$ cat src/rtl/rffp_conv_arbiter.sv
// rffp_conv_arbiter: round-robin share of one bfloat16-to-RFFP converter
// among NUM_REQ valid/ready requesters, feeding a single registered output
// slot tagged with the winning requester id.
module rffp_conv_arbiter #(
  parameter int NUM_REQ        = 4,
  parameter int FP_WIDTH       = 16,
  parameter int MANTISSA_WIDTH = 7,
  parameter int RFFP_EXP_WIDTH = 8,
  parameter int RFFP_MAN_WIDTH = 7,
  parameter int EXPONENT_BIAS  = 75,
  parameter int ID_WIDTH       = $clog2(NUM_REQ)
) (
  input  logic                                   clk,
  input  logic                                   rst_n,
  input  logic [NUM_REQ-1:0]                     req_valid,
  output logic [NUM_REQ-1:0]                     req_ready,
  input  logic [NUM_REQ*FP_WIDTH-1:0]            req_data,
  output logic                                   out_valid,
  input  logic                                   out_ready,
  output logic [RFFP_EXP_WIDTH+RFFP_MAN_WIDTH:0] out_data,
  output logic [ID_WIDTH-1:0]                    out_id,
  output logic [15:0]                            conv_count
);

  localparam int OUT_W  = RFFP_EXP_WIDTH + RFFP_MAN_WIDTH + 1;
  localparam int E_IN_W = FP_WIDTH - 1 - MANTISSA_WIDTH;
  localparam int SHIFT  = 7 - RFFP_MAN_WIDTH;

  logic [ID_WIDTH-1:0] rr_ptr;
  logic [NUM_REQ-1:0]  grant;
  logic [ID_WIDTH-1:0] grant_id;
  logic [ID_WIDTH-1:0] cand;
  logic                found;
  logic                load_en;
  logic                xfer;
  logic [FP_WIDTH-1:0] sel_data;
  int                  idx;

  // Rebias the exponent (modulo wrap) and truncate the mantissa.
  function automatic logic [OUT_W-1:0] convert(input logic [FP_WIDTH-1:0] w);
    logic                      s;
    logic [E_IN_W-1:0]         e;
    logic [MANTISSA_WIDTH-1:0] m;
    int                        ex;
    s = w[FP_WIDTH-1];
    e = w[FP_WIDTH-2:MANTISSA_WIDTH];
    m = w[MANTISSA_WIDTH-1:0];
    if (e == '0)
      ex = 0;
    else if (RFFP_EXP_WIDTH == 6)
      ex = int'(e) - EXPONENT_BIAS + SHIFT;
    else
      ex = int'(e) - (128 - (1 << (RFFP_EXP_WIDTH - 1))) + SHIFT;
    return {s, RFFP_EXP_WIDTH'(ex), RFFP_MAN_WIDTH'(m >> SHIFT)};
  endfunction

  assign load_en = !out_valid || out_ready;

  // Circular search for the first valid requester after rr_ptr.
  always_comb begin
    grant    = '0;
    grant_id = '0;
    found    = 1'b0;
    idx      = 0;
    cand     = '0;
    for (int k = 1; k <= NUM_REQ; k++) begin
      idx = int'(rr_ptr) + k;
      if (idx >= NUM_REQ) idx = idx - NUM_REQ;
      cand = ID_WIDTH'(idx);
      if (!found && req_valid[cand]) begin
        found       = 1'b1;
        grant[cand] = 1'b1;
        grant_id    = cand;
      end
    end
  end

  // Grants are only exposed when the slot can load and reset is released.
  assign req_ready = (load_en && rst_n) ? grant : '0;
  assign xfer      = |(req_valid & req_ready);
  assign sel_data  = req_data[grant_id*FP_WIDTH +: FP_WIDTH];

  // Output slot, round-robin pointer and saturating transfer counter.
  always_ff @(posedge clk or negedge rst_n) begin
    if (!rst_n) begin
      out_valid  <= 1'b0;
      out_data   <= '0;
      out_id     <= '0;
      conv_count <= '0;
      rr_ptr     <= ID_WIDTH'(NUM_REQ - 1);
    end else begin
      if (xfer) begin
        out_valid <= 1'b1;
        out_data  <= convert(sel_data);
        out_id    <= grant_id;
        rr_ptr    <= grant_id;
      end else if (out_ready) begin
        out_valid <= 1'b0;
      end
      if (out_valid && out_ready && conv_count != 16'hFFFF)
        conv_count <= conv_count + 16'd1;
    end
  end

endmodule
$ cat config.mk
export PLATFORM = sky130hd
export DESIGN_NAME = rffp_conv_arbiter
export DESIGN_NICKNAME = d
export VERILOG_FILES = /design/src/rtl/rffp_conv_arbiter.sv
export SDC_FILE = /design/constraint.sdc
export NUM_CORES = 1
export LEC_CHECK = 0
export CAP_MARGIN = 20
export CORE_UTILIZATION = 32
export DETAILED_ROUTE_END_ITERATION = 16
export PLACE_DENSITY = 0.72
export SLEW_MARGIN = 10
export SYNTH_ARGS = -nofsm -noshare
export SYNTH_HDL_FRONTEND = slang
export SYNTH_SLANG_ARGS = --single-unit
export TNS_END_PERCENT = 5
$ cat constraint.sdc
create_clock -name clk -period 3.42 [get_ports clk]
set_clock_uncertainty 0.05 [all_clocks]
set_input_delay 0.513 -clock clk [delete_from_list [all_inputs] [get_ports clk]]
set_output_delay 0.513 -clock clk [all_outputs]
set_load 0.01 [all_outputs]
==> results of run 1 <==
==> worst max-delay path, stage by stage, from the launching register on <==
cell and delay (ps):
sky130_fd_sc_hd__dfstp_2 570, sky130_fd_sc_hd__clkinvlp_4 110, sky130_fd_sc_hd__ha_4 290, sky130_fd_sc_hd__mux2_2 350, sky130_fd_sc_hd__mux2_4 320, sky130_fd_sc_hd__a221o_1 290
sky130_fd_sc_hd__a22oi_1 150, sky130_fd_sc_hd__nor2_1 70, sky130_fd_sc_hd__dlygate4sd2_1 290
==> worst max path at each step <==
| stage | startpoint | endpoint | slack [ps] |
|---|---|---|---|
| after CTS | rr_ptr[1] | req_ready[3] | -40 |
| after global routing | rr_ptr[1] | req_ready[0] | 10 |
| after detailed placement | req_valid[2] | out_data[14] | 70 |
| after global placement | req_valid[2] | req_ready[2] | 100 |
| final | rr_ptr[1] | req_ready[0] | 130 |
| after floorplan | rr_ptr[0] | out_data[0] | 30 |
==> routing by layer <==
| metal | vias up | GRT usage, % | share of wire (%) |
|---|---|---|---|
| met4 | 0 | 5.026 | 2.2 |
| met3 | 17 | 3.151 | 6.6 |
| met5 | - | 0 | 0 |
| met1 | 1106 | 21.43 | 40 |
| met2 | 102 | 29.64 | 51 |
| li1 | 1043 | - | - |
==> power groups by stage <==
stage	sequential (mW)	combinational, mW	clock (mW)
2_1_floorplan	0.802	1.47	0
3_3_place_gp	0.732	2.28	0
3_5_place_dp	0.739	2.32	0
4_1_cts	0.732	2.36	0.467
5_1_grt	0.758	2.60	0.483
6_report	0.738	2.42	0.453
==> cell usage in the layout (no fill, tap or decap), types with 9 or more instances in the layout <==
master	count
sky130_fd_sc_hd__mux2_4	11
sky130_fd_sc_hd__mux2_2	9
sky130_fd_sc_hd__buf_4	15
sky130_fd_sc_hd__xnor2_1	10
sky130_fd_sc_hd__clkdlybuf4s50_1	103
sky130_fd_sc_hd__dfrtp_1	35
sky130_fd_sc_hd__nand2_1	12
sky130_fd_sc_hd__nand3_1	9
sky130_fd_sc_hd__mux4_2	18
sky130_fd_sc_hd__nor2_1	10
==> registers in the layout, indices dropped and copies added, names as in the netlist <==
register and cells:
conv_count 16, out_data 16, out_id 2, out_valid 1
rr_ptr 2
==> cell usage after synthesis, types with 2 or more instances <==
master	n	area share [%]
sky130_fd_sc_hd__mux2i_1	6	2.3
sky130_fd_sc_hd__nand2b_1	4	0.97
sky130_fd_sc_hd__o21ai_0	3	0.58
sky130_fd_sc_hd__xnor2_1	10	3.4
sky130_fd_sc_hd__xor2_1	4	1.4
sky130_fd_sc_hd__nand3_1	9	1.8
sky130_fd_sc_hd__dfstp_2	2	2.0
sky130_fd_sc_hd__and3_1	4	0.97
sky130_fd_sc_hd__buf_2	4	0.78
sky130_fd_sc_hd__nor2_1	10	1.5
sky130_fd_sc_hd__a22oi_1	3	0.88
sky130_fd_sc_hd__or2b_1	2	0.58
sky130_fd_sc_hd__nand3b_1	2	0.58
sky130_fd_sc_hd__nor3_1	3	0.58
sky130_fd_sc_hd__mux2_2	10	4.4
sky130_fd_sc_hd__buf_6	4	1.8
sky130_fd_sc_hd__o211ai_1	2	0.58
sky130_fd_sc_hd__a21oi_1	5	0.97
sky130_fd_sc_hd__a221o_1	2	0.78
sky130_fd_sc_hd__o22ai_1	2	0.49
sky130_fd_sc_hd__and3b_1	2	0.68
sky130_fd_sc_hd__a221oi_1	2	0.68
sky130_fd_sc_hd__dfrtp_1	35	34
sky130_fd_sc_hd__ha_1	9	4.4
sky130_fd_sc_hd__mux4_2	18	16
sky130_fd_sc_hd__buf_4	3	0.88
sky130_fd_sc_hd__inv_1	6	0.88
sky130_fd_sc_hd__nand2_1	12	1.8
sky130_fd_sc_hd__mux2_4	10	5.8
sky130_fd_sc_hd__o31ai_1	3	0.88
==> what timing repair did <==
action,CTS,global route
endpoints found under the setup margin,4,4
pin swaps,1,0
setup buffers,1,2
gates resized for setup,3,9
hold buffers,0,0
==> cell type report <==
type / instances / area share (%)
clock buffers: 5 / 1.687
clock inverters: 3 / 1.687
inverters: 6 / 0.6442
multi-input cells: 156 / 39.23
flip-flops and latches: 37 / 22.76
well taps: 102 / 3.129
repair buffers: 127 / 30.86
==> kinds of logic after synthesis <==
| family | after synthesis |
|---|---|
| compound gates | 33 |
| xor+xnor | 14 |
| fa+ha+maj | 9 |
| buf+inv | 17 |
| flops | 37 |
| mux | 44 |
| simple gates | 56 |
==> stage by stage <==
step,utilization [%],area [um^2]
after floorplan,-,2594
after global placement,49.74,3864
after detailed placement,49.74,3864
after CTS,51.76,4020
after global routing,52.51,4079
final,52.51,4079
==> Flow_metrics.wiki, run 1 <==
{| class="wikitable"
! Metric !! Value
|-
| Clock latency reported for the late side of the worst-skew pair || 290 ps
|-
| Mean instance size in the synthesized netlist || 12.24 um^2
|-
| Combinational fraction of design power || 67.0%
|-
| Relative contribution of sequential cells to total power || 20.4%
|-
| Areal power density over the cells || 884.6 nW/um^2
|-
| Final critical-path share of the clock period || 96.34%
|-
| Critical Setup Path Class || reg -> out
|-
| Global-route wire length before repair || 11,410 um
|-
| Compound-cell area share of the yosys netlist || 10.32%
|-
| Worst setup slack before clock tree synthesis || 65.43 ps
|-
| Max Clock Freq || 0.3035 GHz
|-
| Hold crit path type || in -> async
|-
| DR pass1 iterations || 4
|-
| Area of the core region || 7767 um^2
|-
| Max Cap Violations || 0
|-
| R2r endpoint || out_data[14]
|-
| Switching power total || 1.309 mW
|-
| Vertical extent of the die || 91.64 um
|-
| Adder-cell share of the synthesized area || 4.380%
|-
| Multiplexer fraction of the synthesized cell area || 28.32%
|-
| Effective utilization at floorplan || 33.10%
|-
| Capturing element type of the critical path || primary output
|-
| IO Count || 110
|-
| Lkg Pwr || 1.755 nW
|-
| Setup_tns || 0 ps
|-
| Footprint of the multi-input gates || 1600 um^2
|-
| Initial DRC Count || 76
|-
| Number of antenna violations at the first check in global routing || 0
|-
| Number of synthesized flops with an enable pin || 0
|-
| Slew at the pin with the worst max-slew slack || 487.0 ps
|-
| Worst reg2reg startpoint || rr_ptr[1]
|-
| Number of cells in the finished layout apart from fillers || 436
|-
| Number of cells produced by synthesis || 210
|-
| Maximum number of pins on one net before global-route repair || 38
|-
| Cell-internal power || 2.300 mW
|-
| Remaining design rule violation count || 0
|-
| Number of distinct library cell variants in the gate-level netlist after synthesis || 49
|-
| Slew margin rel. || 67.25%
|-
| Die area || 8398 um^2
|-
| Synthesized net count || 290
|-
| Total of buffers placed on input and output ports || 109
|-
| IR drop worst, VDD || 0.5055 mV
|-
| Footprint of the flip-flops and latches || 928.4 um^2
|-
| Filler instances || 678
|-
| Cell area after synthesis || 2571 um^2
|-
| Root Driver || sky130_fd_sc_hd__clkbuf_8
|-
| Xor/xnor cell area share of the yosys netlist || 4.769%
|-
| Maximum level of the CTS H-tree || 2
|-
| Worst-case setup margin in the final layout || 125.0 ps
|-
| Share of synthesized flip-flops with an asynchronous set or reset || 100.0%
|-
| Detailed-placement wirelength estimate || 5364 um
|-
| Dominant combinational cell family by area after synthesis || multiplexers
|-
| Final min period || 3295 ps
|-
| Register clock-pin slew on the reported worst setup and hold paths || 80 ps
|-
| Post-DRT Antenna Nets || 0
|-
| Weighted congestion reported at the end of routability-driven placement || 0.8343
|-
| Register-to-register setup slack || 200 ps
|-
| Data arrival, critical path || 2730 ps
|-
| Vias per inst || 5.202
|-
| Clk pwr share || 12.6%
|-
| Slew Limit Fails || 0
|-
| Via count of the first global-routing pass || 2,308
|-
| Simple logic cell fraction of the synthesized area || 11.82%
|-
| Final hold viol count || 0
|-
| Dpl cells || 425
|-
| Worst-case clock buffer depth || 2
|-
| Warning count from the yosys run || 0
|-
| Overall power consumption || 3.608 mW
|-
| CTS sink count || 37
|-
| Number of flip-flops and latches in the synthesized netlist || 37
|-
| Vias || 2,268
|-
| CP startpoint kind || flip-flop
|-
| Post-Route Hold Slack || 236.4 ps
|-
| Remaining Overflow, GRT || 0
|-
| RSZ-0062 raised after global routing || no
|-
| Number of nets in the finished design || 413
|-
| Clock buffer count from CTS || 5
|-
| Routed wirelength normalized by instance count || 16.07 um
|-
| Ratio of cells with drive above 1 in the final layout || 23.35%
|-
| Antenna fix cells || 0
|-
| Relative area change from synthesis to final layout || 58.64%
|-
| Share of the yosys chip area belonging to registers || 36.11%
|-
| TritonCTS clock tree || done
|-
| Number of cell instances on the worst register-to-register path || 9
|-
| CP Max Fanout || 5
|-
| Data required time of the worst path || 2860 ps
|-
| WL final || 7007 um
|-
| Die Span X || 91.64 um
|-
| Status || finished, final reports clean
|-
| Switching share of total power || 36.27%
|-
| Most used flip-flop cell after synthesis || sky130_fd_sc_hd__dfrtp_1
|-
| Setup-violating endpoint count in the final report || 0
|-
| Site Rows || 32
|-
| Global Route Usage Sum || 17.02%
|}
Note: power is estimated with default switching activity, not from simulation.
==> inputs of run 2 (changes only) <==
--- a/config.mk
+++ b/config.mk
@@ -7,6 +7,7 @@
 export LEC_CHECK = 0
 export CAP_MARGIN = 20
 export CORE_UTILIZATION = 32
+export CTS_CLUSTER_DIAMETER = 80
 export DETAILED_ROUTE_END_ITERATION = 16
 export PLACE_DENSITY = 0.72
 export SLEW_MARGIN = 10
==> results of run 2 <==
No change in the layout: final DEF, timing and power equal those of run 1.
==> inputs of run 3 (changes only) <==
--- a/config.mk
+++ b/config.mk
@@ -9,7 +9,8 @@
 export CORE_UTILIZATION = 32
 export CTS_CLUSTER_DIAMETER = 80
 export DETAILED_ROUTE_END_ITERATION = 16
-export PLACE_DENSITY = 0.72
+export PLACE_DENSITY = 0.69
+export RECOVER_POWER = 25
 export SLEW_MARGIN = 10
 export SYNTH_ARGS = -nofsm -noshare
 export SYNTH_HDL_FRONTEND = slang
==> constraint.sdc (replaced) <==
create_clock -name clk -period 3.9 [get_ports clk]
set_clock_uncertainty 0.05 [all_clocks]
set_input_delay 0.585 -clock clk [delete_from_list [all_inputs] [get_ports clk]]
set_output_delay 0.585 -clock clk [all_outputs]
set_load 0.01 [all_outputs]
==> Flow_metrics.wiki, run 3 (synthesis results as in run 1) <==
{| class="wikitable"
! Metric !! Value
|-
| Status || finished, violations left
|-
| Violated checks || capacitance limit, slew limit
|-
| Areal power density over the cells || 743.8 nW/um^2 (-16%)
|-
| Termination of the worst setup path || req_ready[1]
|-
| Filler instances || 717 (+5.8%)
|-
| Setup-violating endpoint count in the final report || 0 (unchanged)
|-
| Lkg Pwr || 1.616 nW (-7.9%)
|-
| Slew Limit Fails || 38 (+38)
|-
| Slowest cell delay on critical path || 530 ps (-40 ps)
|-
| Slew at the pin with the worst max-slew slack || 2017 ps (+1530 ps)
|-
| Number of buffers and inverters on the critical path || 2 (unchanged)
|-
| Root Driver || sky130_fd_sc_hd__clkbuf_8
|-
| Effective utilization at floorplan || 33.10% (unchanged)
|-
| DR pass1 iterations || 6 (+2)
|-
| Hold crit path type || reg -> reg
|-
| Final min period || 3759 ps
|-
| Ratio of cells with drive above 1 in the final layout || 18.83% (-4.5 points)
|-
| Post-route design area || 3904 um^2 (-4.3%)
|-
| Vias || 2,137 (-5.8%)
|-
| Clock buffer count from CTS || 5 (unchanged)
|-
| TritonCTS clock tree || done
|-
| Relative area change from synthesis to final layout || 51.82%
|-
| Setup_tns || 0 ps (unchanged)
|-
| Final hold viol count || 0 (unchanged)
|-
| WL final || 6612 um (-5.6%)
|-
| Placed instance area || 3786 um^2 (-2.0%)
|-
| Worst-case clock buffer depth || 2 (unchanged)
|-
| Number of cell instances on the worst register-to-register path || 9 (unchanged)
|-
| Clk pwr share || 12.0% (-0.6 points)
|-
| Crit-path cells || inv_1 -> ha_1 -> mux2_2 -> mux2_2 -> a221oi_1 -> nor2_1 -> a21oi_1 -> nor2_1 -> clkdlybuf4s50_1
|-
| Count of cell instances traversed by the critical path || 9 (+1)
|-
| Total of buffers placed on input and output ports || 109 (unchanged)
|-
| Remaining Overflow, GRT || 0 (unchanged)
|-
| Clock latency reported for the late side of the worst-skew pair || 290 ps (about the same)
|-
| Vias per inst || 5.005 (-3.8%)
|-
| Routed wirelength normalized by instance count || 15.48 um (-3.6%)
|-
| Via count of the first global-routing pass || 2,145 (-7.1%)
|-
| Post-DRT Antenna Nets || 0 (unchanged)
|-
| Max Clock Freq || 0.2660 GHz
|-
| Vertical extent of the die || 91.64 um (unchanged)
|-
| Final critical-path share of the clock period || 96.39%
|-
| CP Max Fanout || 6 (+1)
|-
| Site Rows || 32 (unchanged)
|-
| Detailed-placement wirelength estimate || 5091 um (-5.1%)
|-
| Initial DRC Count || 47 (-38%)
|-
| Global-route wire length before repair || 11,210 um (-1.8%)
|-
| Remaining design rule violation count || 0 (unchanged)
|-
| Area of the core region || 7767 um^2 (unchanged)
|-
| Overall power consumption || 2.904 mW (-20%)
|-
| Cell-internal power || 1.855 mW (-19%)
|-
| Switching power total || 1.049 mW (-20%)
|-
| Data required time of the worst path || 3260 ps (+400 ps)
|-
| RSZ-0062 raised after global routing || no
|-
| IO Count || 110 (unchanged)
|-
| Maximum number of pins on one net before global-route repair || 38 (unchanged)
|-
| Worst-case setup margin in the final layout || 140.8 ps (+15.79 ps)
|-
| Register clock-pin slew on the reported worst setup and hold paths || 80 ps (about the same)
|-
| Hold bufs inserted after CTS || 0 (unchanged)
|-
| Die Span X || 91.64 um (unchanged)
|-
| Family with the most delay on the worst path || multiplexers
|-
| Combinational fraction of design power || 66.0% (-1.0 points)
|-
| Most frequent cells in the layout || sky130_fd_sc_hd__clkdlybuf4s50_1 (108), sky130_fd_sc_hd__dfrtp_1 (35), sky130_fd_sc_hd__mux4_2 (18)
|-
| Number of antenna violations at the first check in global routing || 1 (+1)
|-
| Slew margin rel. || -34.46% (-100 points)
|-
| Data arrival, critical path || 3120 ps (+390 ps)
|-
| Critical-path cell with the highest stage delay || sky130_fd_sc_hd__dfstp_2
|-
| Register-to-register setup slack || 510 ps (+310 ps)
|-
| Capturing element type of the critical path || primary output
|-
| Most frequent standard cell in the layout excluding fill and tap cells || sky130_fd_sc_hd__clkdlybuf4s50_1
|-
| Worst setup slack before clock tree synthesis || 254.7 ps (+189.3 ps)
|-
| Post-cts repair resize count || 0 (-3)
|-
| Max Cap Violations || 1 (+1)
|-
| Die area || 8398 um^2 (unchanged)
|-
| Global Route Usage Sum || 16.86% (-0.16 points)
|-
| Number of nets in the finished design || 403 (-2.4%)
|-
| Critical Setup Path Class || reg -> out
|-
| CTS sink count || 37 (unchanged)
|-
| Switching share of total power || 36.12% (-0.15 points)
|-
| CP startpoint kind || flip-flop
|-
| Worst reg2reg startpoint || rr_ptr[1]
|-
| Relative contribution of sequential cells to total power || 22.0% (+1.6 points)
|-
| Weighted congestion reported at the end of routability-driven placement || 0.8878 (+6.4%)
|-
| Maximum level of the CTS H-tree || 2 (unchanged)
|-
| Launching element of the worst setup path || rr_ptr[1]
|-
| R2r endpoint || out_data[14]
|-
| Registers with the most flip-flops || conv_count x16, out_data x16
|-
| Number of setup buffers added after CTS || 0 (-1)
|-
| IR drop worst, VDD || 0.5291 mV (+4.7%)
|}
[run 3: layout make-up]
| cell class | count | area [um^2] | area share (%) |
|---|---|---|---|
| antenna | 1 | 2.502 | 0.06410 |
| sequential | 37 | 928.4 | 23.78 |
| clock buffer | 6 | 82.58 | 2.115 |
| multi-input combinational | 156 | 1549 | 39.68 |
| tap | 102 | 127.6 | 3.269 |
| timing repair buffer | 117 | 1154 | 29.55 |
| clock inverter | 2 | 37.54 | 0.9615 |
| inverter | 6 | 22.52 | 0.5769 |
[run 3: how the worst min path moves through the flow]
stage | startpoint | end | slack, ps | cells after the start
finish | conv_count[15] | conv_count[15] | 450 | 1
global route | conv_count[6] | conv_count[6] | 480 | 1
detailed placement | conv_count[15] | conv_count[15] | 440 | 1
floorplan | rst_n | conv_count[0] | 240 | 0
global placement | conv_count[15] | conv_count[15] | 440 | 1
CTS | rst_n | out_data[2] | 330 | 2
[run 3: worst reg2reg max path: cells and delay by family, from the launching register on]
family / cells / cell delay, ps
AOI/OAI and AO/OA: 3 / 870
DFF: 1 / 530
adders and majority gates: 1 / 420
buffers and inverters: 2 / 330
muxes: 3 / 1100
[run 3: through the flow]
| step | hold WS (ps) | util, % | cells |
|---|---|---|---|
| floorplan | 239.4 | - | 210 |
| global placement | 437.5 | 48.74 | 418 |
| detailed placement | 444.8 | 48.74 | 418 |
| CTS | 327.2 | 50.29 | 426 |
| global route | 476.6 | 50.23 | 426 |
| finish | 452.7 | 50.26 | 427 |
[run 3: layer usage]
metal | routed length (um) | vias to the layer above | track usage, %
met1 | 2898 | 1046 | 22.83
met4 | 31 | 0 | 2.778
met2 | 3289 | 64 | 27.69
met5 | 0 | - | 0
met3 | 392 | 5 | 4.146
li1 | - | 1022 | -
[run 3: power groups by stage]
stage                     Sequential [mW]  Clock [mW]  Combinational (mW)
after global placement              0.643           0                1.92
after global routing                0.661       0.378                2.08
after CTS                           0.643       0.358                1.94
after detailed placement            0.648           0                1.93
final                               0.640       0.347                1.92
after floorplan                     0.703           0                1.25
==> variant (settings of run 1) <==
`NUM_REQ`: 4 -> 2.
--- a/src/rtl/rffp_conv_arbiter.sv
+++ b/src/rtl/rffp_conv_arbiter.sv
@@ -2,7 +2,7 @@
 // among NUM_REQ valid/ready requesters, feeding a single registered output
 // slot tagged with the winning requester id.
 module rffp_conv_arbiter #(
-  parameter int NUM_REQ        = 4,
+  parameter int NUM_REQ        = 2,
   parameter int FP_WIDTH       = 16,
   parameter int MANTISSA_WIDTH = 7,
   parameter int RFFP_EXP_WIDTH = 8,
Interface: changed (resized out_id, req_data, req_ready and req_valid); port bits go from 110 to 73. No check against the original RTL was run, so the function may have changed too.
==> variant against run 1 <==
  * Via count down 40%
  * Critical path depth down 3
  * Area after synthesis decreased by 36%
  * Routed wire length fell by 49%
  * Clock power down 28%
  * Sequential cell count shrank 2
  * Worst setup slack improved by 680 ps
  * Design area is 37% lower
  * Total power decreased by 64%
  * Critical path type is now in -> out
  * Largest cell class is now flip-flops and latches
  * Largest power group is now registers
==> variant: results (changes against run 1) <==
| Metric | Value |
|---|---|
| Post-DP HPWL | `2.71 mm (-49%)` |
| Crit-path max cell delay | `550 ps (-20 ps)` |
| Sequential area share after synthesis | `0.530 (+0.169)` |
| Delay-heaviest family, CP | `buffers and inverters` |
| Layout cells sized above 1 | `0.0779 (-0.156)` |
| Vias | `1354 (-40%)` |
| Total wire length | `3.59 mm (-49%)` |
| Port bufs | `72 (-34%)` |
| Min-delay worst type | `reg -> reg` |
| Status | `completed` |
| Static Leak | `1.11 nW (-37%)` |
| # Post-CTS Setup Buffers | `0 (-1)` |
| Avg Inst Size Synth | `10.8 um^2 (-12%)` |
| Worst vdd ir | `0.229 mV (-55%)` |
| First-pass GRT wire length | `6.07 mm (-47%)` |
| Total global-route track usage | `0.149 (-0.0215)` |
| Crit Path Max Fanout | `9 (+4)` |
| Post-Syn Nets | `191 (-34%)` |
| GPL Wtd Cong | `0.732 (-12%)` |
| Yosys cell types | `31 (-37%)` |
| Measured slew at the worst slew-check pin | `470 ps (-16.9 ps)` |
| Reg2Reg Setup Slack | `1500 ps (+1300 ps)` |
| Placed Cells | `289 (-32%)` |
| Fin nets | `268 (-35%)` |
| Vias in the first global route | `1313 (-43%)` |
| Post_cts resized | `0 (-3)` |
| Largest cells by area after synthesis | `dfrtp_1 (51%), mux2i_1 (9.7%), nand2_1 (5.7%)` |
| WP data arrival | `2060 ps (-670 ps)` |
| Post-CTS Hold Buffers | `1 (+1)` |
| Iteration-0 DRC Markers | `65 (-14%)` |
| Critical path's slowest cell | `clkdlybuf4s50_1` |
-- variant: changes by cell type in the layout (fill, tap and decap cells not counted), moves of 4 or more --
| cell | change |
|---|---|
| clkdlybuf4s50_1 | -32 |
| nand2_1 | +13 |
| mux2_4 | -10 |
| nand4_1 | +5 |
| mux4_2 | -18 |
| dlymetal6s2s_1 | -4 |
| buf_4 | -12 |
| ha_1 | -7 |
| nor2_1 | -8 |
| mux2i_1 | +10 |
| mux2_2 | -9 |
| nand3_1 | -4 |
| o21ai_0 | +14 |
| a21oi_1 | -5 |
-- variant: path summary, 6_finish.rpt --
| kind | startpoint | to |
|---|---|---|
| setup reg to reg | conv_count[0] | conv_count[1] |
| max in group asynchronous | rst_n | rr_ptr |
| hold reg to reg | out_data[8] | out_data[8] |
| hold / removal | out_data[8] | out_data[8] |
| min in group asynchronous | rst_n | out_valid |
| setup / recovery | rst_n | req_ready[0] |
-- variant: per-stage QoR --
stage | instance area, um^2 | total power (W) | worst slack (ps) | hold WS, ps
6_report | 2560 | 0.00128 | 800 | 429
5_1_grt | 2560 | 0.00136 | 691 | 446
4_1_cts | 2560 | 0.00130 | 790 | 436
3_5_place_dp | 2450 | 0.000970 | 883 | 304
3_3_place_gp | 2450 | 0.000962 | 899 | 302
2_1_floorplan | 1660 | 0.000734 | 1620 | 167
-- variant: final cells by class --
type	instances	area (um^2)
timing repair buffer	76	748
fill	479	2290
sequential	35	877
inverter	1	3.75
tap	67	83.8
multi-input combinational	111	743
clock buffer	8	100
-- variant: worst min-delay path: stages, from the launching register on --
cell	delay, ps
dfrtp_1	340
nand2_1	50
o21ai_0	60
-- variant: power by group --
part | switching [W] | internal (W) | total (W) | leakage [nW]
combinational | 0.000154 | 0.000239 | 0.000393 | 0.610
sequential | 0.0000702 | 0.000493 | 0.000563 | 0.445
clock | 0.000142 | 0.000184 | 0.000326 | 0.0515
-- variant: cells by family after synthesis --
group / share of synthesized area
xor+xnor: 0.0794
flops: 0.530
fa+ha+maj: 0.00756
compound gates: 0.0771
simple gates: 0.177
mux: 0.106
buf+inv: 0.0234
-- variant: layer usage --
layer,up-vias,wire length [um],GRT usage
li1,691,-,-
met1,616,1650,0.182
met2,39,1700,0.246
met3,8,163,0.0316
met4,0,76,0.0769
met5,-,0,0
